==> config.mk <==
export PLATFORM = sky130hd
export DESIGN_NAME = hazard_unit_mc_flat
export DESIGN_NICKNAME = d
export VERILOG_FILES = /design/src/rtl/hazard_unit_mc_pkg.sv /design/src/rtl/hazard_unit_mc_if.sv /design/src/rtl/hazard_unit_mc_stall_timer.sv /design/src/rtl/hazard_unit_mc.sv /design/src/flat_wrapper.sv
export SDC_FILE = /design/constraint.sdc
export NUM_CORES = 1
export LEC_CHECK = 0
export BUFFER_PORTS_ARGS = -buffer_cell sky130_fd_sc_hd__buf_2
export CAP_MARGIN = 20
export CORE_MARGIN = 2
export CORE_UTILIZATION = 48
export CTS_BUF_LIST = sky130_fd_sc_hd__clkbuf_8 sky130_fd_sc_hd__clkbuf_16
export CTS_CLUSTER_DIAMETER = 40
export DETAILED_ROUTE_END_ITERATION = 8
export PLACE_DENSITY = 0.85
export SLEW_MARGIN = 20
export SYNTH_ARGS = -nofsm -noshare
export SYNTH_HDL_FRONTEND = slang
export SYNTH_SLANG_ARGS = --single-unit
==> constraint.sdc <==
create_clock -name clk -period 2.1 [get_ports clk]
set_clock_uncertainty 0.05 [all_clocks]
set_input_delay 0 -clock clk [delete_from_list [all_inputs] [get_ports clk]]
set_output_delay 0 -clock clk [all_outputs]
set_load 0.05 [all_outputs]
==> src/rtl/hazard_unit_mc_pkg.sv <==
// Shared types and constants for the multi-cycle hazard unit.
//   fwd_sel_t    : E-stage operand source select (regfile / resultW / resultM)
//   load_state_t : load-use stall sub-FSM view
//   mdu_state_t  : MDU scoreboard sub-FSM view
//   tmr_state_t  : generic down-counter timer state
//   REG_ZERO     : architectural zero register index (never a real dependency)
package hazard_unit_mc_pkg;

  localparam int unsigned REG_ZERO = 0;

  typedef enum logic [1:0] {
    FWD_RF = 2'b00,
    FWD_W  = 2'b01,
    FWD_M  = 2'b10
  } fwd_sel_t;

  typedef enum logic {
    L_IDLE  = 1'b0,
    L_STALL = 1'b1
  } load_state_t;

  typedef enum logic {
    M_IDLE = 1'b0,
    M_BUSY = 1'b1
  } mdu_state_t;

  typedef enum logic {
    T_IDLE = 1'b0,
    T_BUSY = 1'b1
  } tmr_state_t;

endpackage

==> src/rtl/hazard_unit_mc_if.sv <==
// Pipeline <-> hazard unit signal bundle.
//   master : pipeline side; drives register indices, enables and branch
//            resolution, receives forwarding selects and stall/flush enables.
//   slave  : hazard unit side; the mirror image of master.
interface hazard_unit_mc_if #(
  parameter int unsigned REG_ADDR_W = 5
);

  logic [REG_ADDR_W-1:0] rs1_d;
  logic [REG_ADDR_W-1:0] rs2_d;
  logic [REG_ADDR_W-1:0] rs1_e;
  logic [REG_ADDR_W-1:0] rs2_e;
  logic [REG_ADDR_W-1:0] rd_e;
  logic [REG_ADDR_W-1:0] destReg_m;
  logic [REG_ADDR_W-1:0] destReg_w;
  logic                  memoryRead_e;
  logic                  mdu_start_e;
  logic                  regWrite_m;
  logic                  regWrite_w;
  logic                  zero_hazard;
  logic                  jump_hazard;

  logic [1:0]            forwardA_E;
  logic [1:0]            forwardB_E;
  logic                  stall_f;
  logic                  stall_d;
  logic                  flush_d;
  logic                  flush_e;
  logic                  mdu_busy;

  modport master (
    output rs1_d, rs2_d, rs1_e, rs2_e, rd_e, destReg_m, destReg_w,
    output memoryRead_e, mdu_start_e, regWrite_m, regWrite_w,
    output zero_hazard, jump_hazard,
    input  forwardA_E, forwardB_E, stall_f, stall_d, flush_d, flush_e,
    input  mdu_busy
  );

  modport slave (
    input  rs1_d, rs2_d, rs1_e, rs2_e, rd_e, destReg_m, destReg_w,
    input  memoryRead_e, mdu_start_e, regWrite_m, regWrite_w,
    input  zero_hazard, jump_hazard,
    output forwardA_E, forwardB_E, stall_f, stall_d, flush_d, flush_e,
    output mdu_busy
  );

endinterface

==> src/rtl/hazard_unit_mc_stall_timer.sv <==
// Parametrised down-counter FSM used for both the load-use stall and the MDU
// scoreboard. start_i loads RELOAD and captures tag_i; the timer stays busy
// until the cycle in which the count is zero, then returns idle and drops the
// tag. clear_i aborts immediately and wins over start_i.
//   clk, rst  : clock, synchronous active-high reset
//   start_i   : (re)load the counter and capture tag_i
//   clear_i   : abort to idle
//   tag_i     : value captured on start
//   busy_o    : timer running
//   last_o    : final busy cycle (count is zero)
//   tag_o     : captured tag, zero when idle
module hazard_unit_mc_stall_timer
  import hazard_unit_mc_pkg::*;
#(
  parameter int unsigned RELOAD = 0,
  parameter int unsigned CNT_W  = 4,
  parameter int unsigned TAG_W  = 5
) (
  input  logic             clk,
  input  logic             rst,
  input  logic             start_i,
  input  logic             clear_i,
  input  logic [TAG_W-1:0] tag_i,
  output logic             busy_o,
  output logic             last_o,
  output logic [TAG_W-1:0] tag_o
);

  tmr_state_t       state_q;
  logic [CNT_W-1:0] cnt_q;
  logic [TAG_W-1:0] tag_q;

  // Single-process timer FSM.
  always_ff @(posedge clk) begin
    if (rst) begin
      state_q <= T_IDLE;
      cnt_q   <= '0;
      tag_q   <= '0;
    end else if (clear_i) begin
      state_q <= T_IDLE;
      cnt_q   <= '0;
      tag_q   <= '0;
    end else if (start_i) begin
      state_q <= T_BUSY;
      cnt_q   <= CNT_W'(RELOAD);
      tag_q   <= tag_i;
    end else if (state_q == T_BUSY) begin
      if (cnt_q == '0) begin
        state_q <= T_IDLE;
        tag_q   <= '0;
      end else begin
        cnt_q <= cnt_q - CNT_W'(1);
      end
    end
  end

  assign busy_o = (state_q == T_BUSY);
  assign last_o = (state_q == T_BUSY) && (cnt_q == '0);
  assign tag_o  = tag_q;

endmodule

==> src/rtl/hazard_unit_mc.sv <==
// Hazard unit for the 5-stage core with multi-cycle loads and a mul/div unit.
// Selects E-stage forwarding, stalls decode on load-use and on reads of a
// pending MDU destination, and flushes on taken branches / jumps.
//   clk, rst : clock, synchronous active-high reset (all outputs 0 while high)
//   hz       : pipeline bundle (slave side)
//     inputs : rs1_d, rs2_d, rs1_e, rs2_e, rd_e, destReg_m, destReg_w,
//              memoryRead_e, mdu_start_e, regWrite_m, regWrite_w,
//              zero_hazard, jump_hazard
//     outputs: forwardA_E, forwardB_E, stall_f, stall_d, flush_d, flush_e,
//              mdu_busy
module hazard_unit_mc
  import hazard_unit_mc_pkg::*;
#(
  parameter int unsigned REG_ADDR_W = 5,
  parameter int unsigned LOAD_LAT   = 1,
  parameter int unsigned MDU_LAT    = 4,
  parameter int unsigned CNT_W      = 4
) (
  input  logic            clk,
  input  logic            rst,
  hazard_unit_mc_if.slave hz
);

  // The hit cycle itself is the first stall cycle, so the timer only covers
  // the remaining LOAD_LAT-1 cycles.
  localparam int unsigned LD_RELOAD = (LOAD_LAT > 1) ? (LOAD_LAT - 2) : 0;
  localparam int unsigned MD_RELOAD = (MDU_LAT > 0) ? (MDU_LAT - 1) : 0;
  localparam logic        LD_MULTI  = (LOAD_LAT > 1);
  localparam logic [REG_ADDR_W-1:0] RZ = REG_ADDR_W'(REG_ZERO);

  if ((LOAD_LAT < 1) || (MDU_LAT < 1)) begin : g_bad_lat
    $error("hazard_unit_mc: LOAD_LAT and MDU_LAT must be at least 1");
  end
  if ((LD_RELOAD >= (1 << CNT_W)) || (MD_RELOAD >= (1 << CNT_W))) begin : g_bad_cnt
    $error("hazard_unit_mc: CNT_W too narrow for LOAD_LAT/MDU_LAT");
  end

  fwd_sel_t              fwd_a;
  fwd_sel_t              fwd_b;
  logic                  flush_c;
  logic                  ld_hit;
  logic                  ld_busy;
  logic                  ld_last;
  logic                  ld_start;
  logic [REG_ADDR_W-1:0] ld_tag;
  load_state_t           lstate;
  logic                  load_stall;
  logic                  md_busy;
  logic                  md_last;
  logic                  md_start;
  logic [REG_ADDR_W-1:0] pend_rd;
  mdu_state_t            mstate;
  logic                  mdu_stall;
  logic                  stall_raw;
  logic                  flush_e_c;
  logic                  unused_load;

  // Forwarding: M result beats W result; x0 is never forwarded.
  always_comb begin
    fwd_a = FWD_RF;
    fwd_b = FWD_RF;
    if (hz.regWrite_m && (hz.destReg_m != RZ) && (hz.destReg_m == hz.rs1_e)) begin
      fwd_a = FWD_M;
    end else if (hz.regWrite_w && (hz.destReg_w != RZ) && (hz.destReg_w == hz.rs1_e)) begin
      fwd_a = FWD_W;
    end
    if (hz.regWrite_m && (hz.destReg_m != RZ) && (hz.destReg_m == hz.rs2_e)) begin
      fwd_b = FWD_M;
    end else if (hz.regWrite_w && (hz.destReg_w != RZ) && (hz.destReg_w == hz.rs2_e)) begin
      fwd_b = FWD_W;
    end
  end

  assign flush_c = hz.zero_hazard | hz.jump_hazard;

  // Load-use: stall starts combinationally on the hit; the timer extends it.
  assign ld_hit     = hz.memoryRead_e && (hz.rd_e != RZ) &&
                      ((hz.rd_e == hz.rs1_d) || (hz.rd_e == hz.rs2_d));
  assign lstate     = ld_busy ? L_STALL : L_IDLE;
  assign load_stall = (lstate == L_STALL) || ld_hit;
  assign ld_start   = LD_MULTI && ld_hit && (lstate == L_IDLE) && !flush_c;

  hazard_unit_mc_stall_timer #(
    .RELOAD (LD_RELOAD),
    .CNT_W  (CNT_W),
    .TAG_W  (REG_ADDR_W)
  ) u_load_timer (
    .clk     (clk),
    .rst     (rst),
    .start_i (ld_start),
    .clear_i (flush_c),
    .tag_i   (hz.rd_e),
    .busy_o  (ld_busy),
    .last_o  (ld_last),
    .tag_o   (ld_tag)
  );

  // Load timer's tag/last are not needed; the stall ends on its own.
  assign unused_load = ^{ld_last, ld_tag};

  // MDU scoreboard: data hazard on pend_rd for the whole busy window, and a
  // structural hazard on a new issue except in the final busy cycle, where
  // the issue is accepted back-to-back.
  assign mstate    = md_busy ? M_BUSY : M_IDLE;
  assign mdu_stall = (mstate == M_BUSY) &&
                     (((pend_rd != RZ) &&
                       ((pend_rd == hz.rs1_d) || (pend_rd == hz.rs2_d))) ||
                      (hz.mdu_start_e && !md_last));

  assign stall_raw = load_stall | mdu_stall;
  assign flush_e_c = stall_raw | flush_c;
  assign md_start  = hz.mdu_start_e && !flush_e_c && ((mstate == M_IDLE) || md_last);

  // Not cleared by flush: the issuing instruction has already left E.
  hazard_unit_mc_stall_timer #(
    .RELOAD (MD_RELOAD),
    .CNT_W  (CNT_W),
    .TAG_W  (REG_ADDR_W)
  ) u_mdu_timer (
    .clk     (clk),
    .rst     (rst),
    .start_i (md_start),
    .clear_i (1'b0),
    .tag_i   (hz.rd_e),
    .busy_o  (md_busy),
    .last_o  (md_last),
    .tag_o   (pend_rd)
  );

  // Flush beats stall; everything is held low during reset.
  assign hz.forwardA_E = rst ? 2'b00 : fwd_a;
  assign hz.forwardB_E = rst ? 2'b00 : fwd_b;
  assign hz.stall_f    = !rst && stall_raw && !flush_c;
  assign hz.stall_d    = !rst && stall_raw && !flush_c;
  assign hz.flush_d    = !rst && flush_c;
  assign hz.flush_e    = !rst && flush_e_c;
  assign hz.mdu_busy   = !rst && (mstate == M_BUSY);

endmodule
==> src/flat_wrapper.sv <==
// flat-port wrapper written by rule: the top's interface ports become plain ports
module hazard_unit_mc_flat import hazard_unit_mc_pkg::*;
#(
  parameter int unsigned REG_ADDR_W = 5,
  parameter int unsigned LOAD_LAT   = 1,
  parameter int unsigned MDU_LAT    = 4,
  parameter int unsigned CNT_W      = 4
)
  (clk, rst, hz_rs1_d, hz_rs2_d, hz_rs1_e, hz_rs2_e, hz_rd_e, hz_destReg_m, hz_destReg_w, hz_memoryRead_e, hz_mdu_start_e, hz_regWrite_m, hz_regWrite_w, hz_zero_hazard, hz_jump_hazard, hz_forwardA_E, hz_forwardB_E, hz_stall_f, hz_stall_d, hz_flush_d, hz_flush_e, hz_mdu_busy);
  hazard_unit_mc_if #(.REG_ADDR_W(REG_ADDR_W)) hz_i ();
  input  logic clk;
  input  logic rst;
  input wire logic [$bits(hz_i.rs1_d)-1:0] hz_rs1_d;
  input wire logic [$bits(hz_i.rs2_d)-1:0] hz_rs2_d;
  input wire logic [$bits(hz_i.rs1_e)-1:0] hz_rs1_e;
  input wire logic [$bits(hz_i.rs2_e)-1:0] hz_rs2_e;
  input wire logic [$bits(hz_i.rd_e)-1:0] hz_rd_e;
  input wire logic [$bits(hz_i.destReg_m)-1:0] hz_destReg_m;
  input wire logic [$bits(hz_i.destReg_w)-1:0] hz_destReg_w;
  input wire logic [$bits(hz_i.memoryRead_e)-1:0] hz_memoryRead_e;
  input wire logic [$bits(hz_i.mdu_start_e)-1:0] hz_mdu_start_e;
  input wire logic [$bits(hz_i.regWrite_m)-1:0] hz_regWrite_m;
  input wire logic [$bits(hz_i.regWrite_w)-1:0] hz_regWrite_w;
  input wire logic [$bits(hz_i.zero_hazard)-1:0] hz_zero_hazard;
  input wire logic [$bits(hz_i.jump_hazard)-1:0] hz_jump_hazard;
  output wire logic [$bits(hz_i.forwardA_E)-1:0] hz_forwardA_E;
  output wire logic [$bits(hz_i.forwardB_E)-1:0] hz_forwardB_E;
  output wire logic [$bits(hz_i.stall_f)-1:0] hz_stall_f;
  output wire logic [$bits(hz_i.stall_d)-1:0] hz_stall_d;
  output wire logic [$bits(hz_i.flush_d)-1:0] hz_flush_d;
  output wire logic [$bits(hz_i.flush_e)-1:0] hz_flush_e;
  output wire logic [$bits(hz_i.mdu_busy)-1:0] hz_mdu_busy;
  assign hz_i.rs1_d = hz_rs1_d;
  assign hz_i.rs2_d = hz_rs2_d;
  assign hz_i.rs1_e = hz_rs1_e;
  assign hz_i.rs2_e = hz_rs2_e;
  assign hz_i.rd_e = hz_rd_e;
  assign hz_i.destReg_m = hz_destReg_m;
  assign hz_i.destReg_w = hz_destReg_w;
  assign hz_i.memoryRead_e = hz_memoryRead_e;
  assign hz_i.mdu_start_e = hz_mdu_start_e;
  assign hz_i.regWrite_m = hz_regWrite_m;
  assign hz_i.regWrite_w = hz_regWrite_w;
  assign hz_i.zero_hazard = hz_zero_hazard;
  assign hz_i.jump_hazard = hz_jump_hazard;
  assign hz_forwardA_E = hz_i.forwardA_E;
  assign hz_forwardB_E = hz_i.forwardB_E;
  assign hz_stall_f = hz_i.stall_f;
  assign hz_stall_d = hz_i.stall_d;
  assign hz_flush_d = hz_i.flush_d;
  assign hz_flush_e = hz_i.flush_e;
  assign hz_mdu_busy = hz_i.mdu_busy;
  hazard_unit_mc #(.REG_ADDR_W(REG_ADDR_W), .LOAD_LAT(LOAD_LAT), .MDU_LAT(MDU_LAT), .CNT_W(CNT_W)) u_core (.clk(clk), .rst(rst), .hz(hz_i));
endmodule
* Yosys cells after proc, flatten, opt, wreduce, memory -nomap -nowiden *
Cells that the tools add are included.

operators by class
  multiplexer cells = 18
  magnitude comparators = 0
  reduce and logical (&&, ||, !) cells = 43
  multipliers = 0
  add/subtract/negate cells = 2
  shift-type cells = 0
  equal/unequal tests = 9
  bitwise gates (word level) = 7
  divide/modulo/power cells = 0

operator list
  cell                                                   number
  equality test 5 bit                                    8
  nonzero test 5 bit                                     4
  logical AND 1 bit                                      19
  2-to-1 mux 5 bit                                       3
  2-to-1 mux 2 bit                                       7
  zero test 4 bit                                        2
  2-to-1 mux 1 bit                                       8
  AND reduction 2 bit                                    4
  subtractor 4 x 1 -> 4 bit, second input constant       2
  logical OR 1 bit                                       5
  zero test 1 bit                                        4
  inverter 1 bit                                         4
  nonzero test 2 bit                                     2
  OR reduction 2 bit                                     2
  OR 1 bit                                               3
  OR reduction 3 bit                                     1
  inequality test 2 x 1 -> 1 bit, second input constant  1

storage, ports and cells
  logic and storage cells = 85
  output and inout bits = 9
  bits in writable memories = 0
  bits of input ports = 43
  memories = 0
  bits in latches = 0
  bits in read-only memories = 0
  bits in registers = 15

* Logic depth before layout (Yosys ltp) *
Gate-level depths: netlist (run 1).

  depth after elaboration = 13
  mapped depth = 8
  depth with buffers taken out = 7

* By module *
A second synthesis (run 1) with hierarchy kept.

second synthesis, totals
  cells, all modules = 187
  area total of the unflattened synthesis = 1525.2 µm²

by module, submodules not included
  module                                            sequential area each (µm²)  cells each  area each (µm²)  times used
  hazard_unit_mc                                    0.0                         83          624.3            1
  hazard_unit_mc_stall_timer (u_core.u_load_timer)  200.2                       52          461.7            1
  hazard_unit_mc_stall_timer (u_core.u_mdu_timer)   200.2                       52          439.2            1

* Least setup slack after synthesis (run 1) *
No wires, ideal clock.

  path type = input-to-output
  from = in hz_destReg_m[1]
  to = out hz_forwardA_E[0]
  arrival time = 2.470 ns
  required time = 2.050 ns
  setup slack = -0.420 ns
  stages on the path = 4
  buffers on the path = 0
  cells stage by stage = or4_1 -> o21ai_0 -> nor3_1 -> nor4_1

between the ends
  word-level cells in the longest chain between the ends = 5
  elaborated cells on any way between the ends = 6
  those cells by class = eq/ne (1); mux (2); reduce/logical (3)

RTL lines
  what                 line                   text
  start, declared      flat_wrapper.sv:18     input wire logic [$bits(hz_i.destReg_m)-1:0] hz_destReg_m;
  nonzero test 5 bit   hazard_unit_mc.sv:62   if (hz.regWrite_m && (hz.destReg_m != RZ) && (hz.destReg_m == hz.rs1_e)) begin
  logical AND 1 bit    hazard_unit_mc.sv:62
  logical AND 1 bit *  hazard_unit_mc.sv:62
  2-to-1 mux 2 bit *   hazard_unit_mc.sv:62
  2-to-1 mux 2 bit *   hazard_unit_mc.sv:131  assign hz.forwardA_E = rst ? 2'b00 : fwd_a;
  end, declared        flat_wrapper.sv:26     output wire logic [$bits(hz_i.forwardA_E)-1:0] hz_forwardA_E;

Every way passes the cells marked *; elsewhere a longest branch is shown, timed or not.

* Worst setup path in the final report (run 1) *
  from = reg u_core.u_mdu_timer.tag_q[2], in the netlist u_core.u_mdu_timer.tag_o[2]
  to = out hz_flush_e

between the ends
  word-level cells in the longest chain between the ends = 8
  elaborated cells on any way between the ends = 10
  those cells by class = eq/ne (2); bitwise (2); reduce/logical (6)

RTL lines
  what                    line                              text
  start, declared         hazard_unit_mc_stall_timer.sv:31  logic [TAG_W-1:0] tag_q;
  start signal, assigned  hazard_unit_mc_stall_timer.sv:46  tag_q <= tag_i;
  equality test 5 bit     hazard_unit_mc.sv:107             ((pend_rd == hz.rs1_d) || (pend_rd == hz.rs2_d))) ||
  logical OR 1 bit        hazard_unit_mc.sv:107
  logical AND 1 bit *     hazard_unit_mc.sv:106             (((pend_rd != RZ) &&
  logical OR 1 bit *      hazard_unit_mc.sv:107
  logical AND 1 bit *     hazard_unit_mc.sv:105             assign mdu_stall = (mstate == M_BUSY) &&
  OR 1 bit *              hazard_unit_mc.sv:110             assign stall_raw = load_stall | mdu_stall;
  OR 1 bit *              hazard_unit_mc.sv:111             assign flush_e_c = stall_raw | flush_c;
  logical AND 1 bit *     hazard_unit_mc.sv:136             assign hz.flush_e = !rst && flush_e_c;
  end, declared           flat_wrapper.sv:31                output wire logic [$bits(hz_i.flush_e)-1:0] hz_flush_e;

Marks and branches as above.

==> results.md, run 1 <==
- XOR/XNOR Fraction of Synth Area: roughly 29%
- Antenna-violating nets left: 0
- Iteration-0 DRC Markers: 43
- Synth top area cells: dfxtp_1, xor2_1, xnor2_1
- Measured slew at the worst slew-check pin: roughly 0.52 ns
- Vias in the first global route: 1328
- Layout area overhead: 29.4%
- Area of the multi-input gates: 0.00101 mm^2
- Most common cell in the netlist: xor2_1
- Clk slew on worst S/H paths: 0.06 ns
- Avg Inst Size Synth: around 7.6 um^2
- CP Max Fanout: 7
- Register Area: 303 um^2
- Final setup margin: about 0.016 ns
- Top cells by count, synth: xor2_1, nor2_1, dfxtp_1
- Drt drc: 0
- CP Capture Type: output pin
- Fillers: 236
- Main combinational cell family by area after synthesis: XOR/XNOR gates
- Mapped Cells: about 170
- Outcome: complete, no violations
- Util after Layout: 63.7%
- Clock Tree Buf Depth: 2
- Core Area: 0.00269 mm^2
- Fin nets: 271
- Share of cells above drive strength 1: a little under a third
- H-tree depth: 1
- CTS root buf: clkbuf_8
- Largest net degree at the start of global routing: 18
- Endpoints failing setup: 0
- Gpl congestion: 0.850
- Die width: ~56 um
- Leakage power: 0.000744 uW
- Slew HR: 65.1%
- N_diodes: 0
- Fin Setup TNS: 0 ns
- Post-synth EDFFs: 0
- Crit path time final: 2.08 ns
- Post-synth ARST share: 0%
- Simple-Gate Fraction of Synth Area: 26.0%
- First-pass DRT Iterations: 4
- Final Cycle Share: between 90 and 100%
- Post-Synth Adder-Cell Area: roughly 2.8%
- Syn nets: 219
- Vias: 1385
- Yosys cell types: 30
- # IOs: 52
- Later-pin clock latency in the skew report: 0.26 ns
- Hold-fix buffers, CTS: 0
- Port-buffer cells: 51
- CTS tree: built
- Starting Density: 49.2%
- Yosys Warn Count: 0
- Hold Path Class: in -> reg
- Synth Register Bits: 15
- Overall Global Routing Usage: 20.7%
- Num CTS Buffers: 3
- Sequential area share after synthesis: 22.7%
- Antenna violations before repair: 0
- Synth Area in Compound Gates: 13.3%
- Global route overflow: 0
- Final Cell Area: 0.00171 mm^2
- Post-Route WL: 3360 um
- Max Cap Viol: 0
- Maximum vdd ir drop: 0.000380 V
- CP required: 2.05 ns
- Rows: 19
- Post-synth top area share: 22.7%
- Power Density: 450 mW/mm^2
- Setup Crit Path Kind: reg -> out
- Clock sinks: 15
- Mux share of post-synthesis cell area: 0%
- Crit start category: flop
- Synth Flop Type: dfxtp_1
- Vias per std cell: between 5 and 6
- First-pass GRT wire length: 5320 um
- Placed inst area: about 0.0016 mm^2
- Top achievable clock speed: about 480 MHz
- Routed len/inst: 13.2 um
- CP arrival: between 2 and 2.5 ns
- Cell area after synthesis: about 0.0013 mm^2
- Hold Vio Cnt, Final: 0
- Yosys top cell by area: dfxtp_1
- Hold_ws: 0.0854 ns
- Die height: 56.5 um
- Detail Placement HPWL: 2620 um
- Final Max Slew Viols: 0
- Die area: around 0.0032 mm^2
- Worst slack at placement: 0.165 ns
-- routing by layer --
layer / vias to the layer above / global-route usage [%] / part of all wire [%]
li1: 695 / - / -
met1: 643 / 24.2 / 41
met2: 42 / 37.0 / 52
met3: 5 / 4.38 / 5.3
met4: 0 / 7.14 / 1.3
met5: - / 0 / 0
-- worst max-delay path: stages (launching register included) --
cell and delay (ns):
dfxtp_1 0.39, or4_4 0.52, o21ai_4 0.21, o221ai_4 0.17
a21oi_2 0.19, a21oi_1 0.09, buf_4 0.20
-- metrics by stage --
| stage | std cells | power [uW] |
|---|---|---|
| after global placement | 249 | 516 |
| after detailed placement | 249 | 522 |
| after floorplan | 173 | 435 |
| after CTS | 253 | 767 |
| after global routing | 255 | 809 |
| final | 255 | 771 |
-- worst paths after layout --
kind | start | end | slack, ns | cells after the start
hold reg to reg | u_core.u_mdu_timer.tag_o[1] | u_core.u_mdu_timer.tag_o[1] | 0.47 | 2
hold / removal | rst | u_core.u_mdu_timer.tag_o[1] | 0.09 | 2
setup reg to reg | u_core.u_mdu_timer.tag_o[2] | u_core.u_mdu_timer.tag_o[2] | 0.13 | 5
setup / recovery | u_core.u_mdu_timer.tag_o[2] | hz_flush_e | 0.02 | 6
-- power breakdown --
| part | switching, uW | internal (uW) | total, uW |
|---|---|---|---|
| logic | 125 | 99.6 | 225 |
| registers | 11.0 | 293 | 304 |
| clock network | 110 | 132 | 242 |
-- placed cells by master, fill, tap and decap left out, types with 2 or more instances in the layout --
| cell | instances |
|---|---|
| dfxtp_2 | 2 |
| xor2_1 | 31 |
| buf_2 | 50 |
| ha_1 | 3 |
| or4_1 | 4 |
| a31oi_1 | 5 |
| xnor2_1 | 13 |
| clkbuf_8 | 3 |
| nor3_1 | 8 |
| nor2_1 | 15 |
| o21ai_0 | 9 |
| nand3_1 | 3 |
| or3_1 | 6 |
| buf_4 | 4 |
| inv_1 | 10 |
| nor2b_1 | 7 |
| nor4_1 | 4 |
| a21oi_1 | 5 |
| dfxtp_1 | 13 |
| nand2_1 | 10 |
| nor4_2 | 2 |
-- final cells by class --
type | instances | share of cell area [%]
clock buffer | 3 | 2.41
timing repair buffer | 54 | 16.4
sequential | 15 | 17.7
inverter | 10 | 2.19
multi-input combinational | 141 | 58.8
tap | 31 | 2.27
clock inverter | 1 | 0.292
-- sequential cells by signal (all words and copies together) (netlist names) --
register                    cells
u_core.u_mdu_timer.tag_o        5
u_core.u_load_timer.cnt_q       4
u_core.u_load_timer.busy_o      1
u_core.u_mdu_timer.cnt_q        4
u_core.u_mdu_timer.busy_o       1
-- cell families (layout without fill, tap and decap cells) --
family / after synthesis / count (layout)
AO/OA/AOI/OAI: 27 / 28
XOR/XNOR: 44 / 44
adder cells (fa/ha/maj): 3 / 3
buffers and inverters: 18 / 68
flip-flops: 15 / 15
AND/OR/NAND/NOR: 66 / 66
-- repair_timing --
| action | in CTS | in global routing |
|---|---|---|
| setup buffers | 0 | 1 |
| pin swaps | 0 | 2 |
| setup endpoints to repair | 3 | 7 |
| cloned | 0 | 1 |
| resized for setup | 2 | 7 |
Note: power is estimated with default switching activity, not from simulation.
==> run 2: changes to the inputs <==
--- a/config.mk
+++ b/config.mk
@@ -8,11 +8,11 @@
 export BUFFER_PORTS_ARGS = -buffer_cell sky130_fd_sc_hd__buf_2
 export CAP_MARGIN = 20
 export CORE_MARGIN = 2
-export CORE_UTILIZATION = 48
+export CORE_UTILIZATION = 44
 export CTS_BUF_LIST = sky130_fd_sc_hd__clkbuf_8 sky130_fd_sc_hd__clkbuf_16
 export CTS_CLUSTER_DIAMETER = 40
 export DETAILED_ROUTE_END_ITERATION = 8
-export PLACE_DENSITY = 0.85
+export PLACE_DENSITY = 0.82
 export SLEW_MARGIN = 20
 export SYNTH_ARGS = -nofsm -noshare
 export SYNTH_HDL_FRONTEND = slang
==> constraint.sdc (replaced) <==
create_clock -name clk -period 1.9 [get_ports clk]
set_clock_uncertainty 0.05 [all_clocks]
set_input_delay 0 -clock clk [delete_from_list [all_inputs] [get_ports clk]]
set_output_delay 0 -clock clk [all_outputs]
set_load 0.05 [all_outputs]
==> run 2 against run 1 <==
The flow now finishes with violations (design-rule violations, negative setup slack). Routed wire length rose by 6.8%. Non-clock buffer count rose by 8. Global-route usage rose by 0.46 points. Setup slack got worse by 0.11 ns. Final area rose by 7.5%. Critical endpoint is now u_core.u_mdu_timer.tag_o[2]. Highest routed layer unchanged.
==> results.md, run 2 (synthesis results as in run 1) <==
- Clk slew on worst S/H paths: 0.06 ns
- Final Cell Area: 0.00184 mm^2
- Endpoints failing setup: 6
- Power Density: between 400 and 500 mW/mm^2
- Worst path cell trace: or4_4, o21ai_4, buf_4, o221ai_4, or3_1, a31oi_1
- Fin Setup TNS: -0.306 ns
- Vias: approximately 1.4k
- # IOs: 52
- Global route overflow: 0
- Most common cell after layout, fill and taps aside: buf_2
- RR Startpoint: u_core.u_mdu_timer.tag_o[1]
- CP Launch Point: u_core.u_mdu_timer.tag_o[1]
- Outcome: finished, violations left
- Final Cycle Share: 105%
- Routed len/inst: 13.7 um
- Gpl congestion: 0.843
- CP Capture Type: flop
- CTS tree: built
- Commonest cells after routing, fill and taps aside: buf_2, xor2_1, nor2_1
- Setup Crit Path Kind: reg -> reg
- Hold Path Class: in -> reg
- Placed inst area: around 0.0017 mm^2
- Core Area: 0.00281 mm^2
- Hold Path Origin: rst
- Final setup margin: -0.0976 ns
- Clock sinks: 15
- Starting Density: 47.1%
- WHS Path Cells: 2
- Crit start category: flop
- RSZ-0062 raised after global routing: yes
- H-tree depth: 1
- Leakage power: between 0.0007 and 0.0008 uW
- Vias in the first global route: 1390
- CP Max Fanout: 5
- CP arrival: between 2 and 2.5 ns
- Later-pin clock latency in the skew report: about 0.25 ns
- CTS root buf: clkbuf_8
- First-pass GRT wire length: 5750 um
- Vias per std cell: 5.38
- Fin nets: 279
- Overall Global Routing Usage: 21.2%
- Antenna-violating nets left: 0
- Crit path time final: 2.00 ns
- Util after Layout: 65.6%
- CP required: 2.02 ns
- N_diodes: 0
- Largest net degree at the start of global routing: 18
- Hold Vio Cnt, Final: 0
- Share of cells above drive strength 1: 35.8%
- Post-Route WL: 3590 um
- Max Cap Viol: 0
- Slew HR: 58.0%
- Drt drc: 1
- Final Max Slew Viols: 0
- Hold-fix buffers, CTS: 0
- Maximum vdd ir drop: ~0.00037 V
- Die height: between 50 and 60 um
- Fillers: 229
- Die width: 58.8 um
- Slowest-stage cell, CP: or4_4
- Top achievable clock speed: roughly 500 MHz
- First-pass DRT Iterations: 6
- Failing checks: design-rule violations, negative setup slack
- Hold_ws: 0.0858 ns
- Measured slew at the worst slew-check pin: 0.624 ns
- R2R cell count: 6
- Die area: 0.00346 mm^2
- Port-buffer cells: 51
- Layout area overhead: 39.1%
- Detail Placement HPWL: 2500 um
- Antenna violations before repair: 0
- Rows: 19
- Worst slack at placement: -0.0298 ns
- Num CTS Buffers: 3
- Worst path max stage delay: 0.54 ns
- Iteration-0 DRC Markers: 53
- Largest register FFs: 5
- Clock Tree Buf Depth: 2
[run 2: final cells by class]
class | instances | area [um^2] | area share (%)
clock inverter | 1 | 3.75 | 0.204
multi-input combinational | 141 | 1050 | 57.1
timing repair buffer | 62 | 360 | 19.6
clock buffer | 3 | 41.3 | 2.24
inverter | 10 | 37.5 | 2.04
tap | 31 | 38.8 | 2.11
sequential | 15 | 308 | 16.7
[run 2: metal layers]
metal / track usage, % / vias to the layer above / wire length, um / share of wire (%)
met2: 40.0 / 42 / 1980 / 55
li1: - / 714 / - / -
met1: 24.3 / 658 / 1430 / 40
met4: 4.55 / 0 / 12 / 0.33
met3: 4.40 / 2 / 175 / 4.9
met5: 0 / - / 0 / 0
[run 2: critical path, delay by kind of cell, from the launching register on]
family / cells / cell delay, ns
compound gates: 3 / 0.45
buf+inv: 1 / 0.14
flops: 1 / 0.33
simple gates: 2 / 0.95
[run 2: worst paths after layout]
check | slack, ns | end
worst max-delay path | -0.1 | u_core.u_mdu_timer.tag_o[2]
worst min-delay path | 0.09 | u_core.u_mdu_timer.cnt_q[1]
worst max register to register | -0.1 | u_core.u_mdu_timer.tag_o[2]
worst min register to register | 0.47 | u_core.u_mdu_timer.tag_o[2]
[run 2: through the flow]
step	power, uW	instances
CTS	851	262
floorplan	486	173
detailed placement	583	253
global placement	579	253
finish	860	263
global route	909	263
[run 2: timing repair]
item | CTS | global route
endpoints found under the setup margin | 9 | 13
setup buffers | 4 | 1
gates cloned | 1 | 0
pin swaps | 6 | 9
resized for setup | 14 | 7
[run 2: report_power, final]
group          internal [uW]  switching [uW]
combinational            122             150
clock                    143             112
sequential               323            10.5
total                    588             273
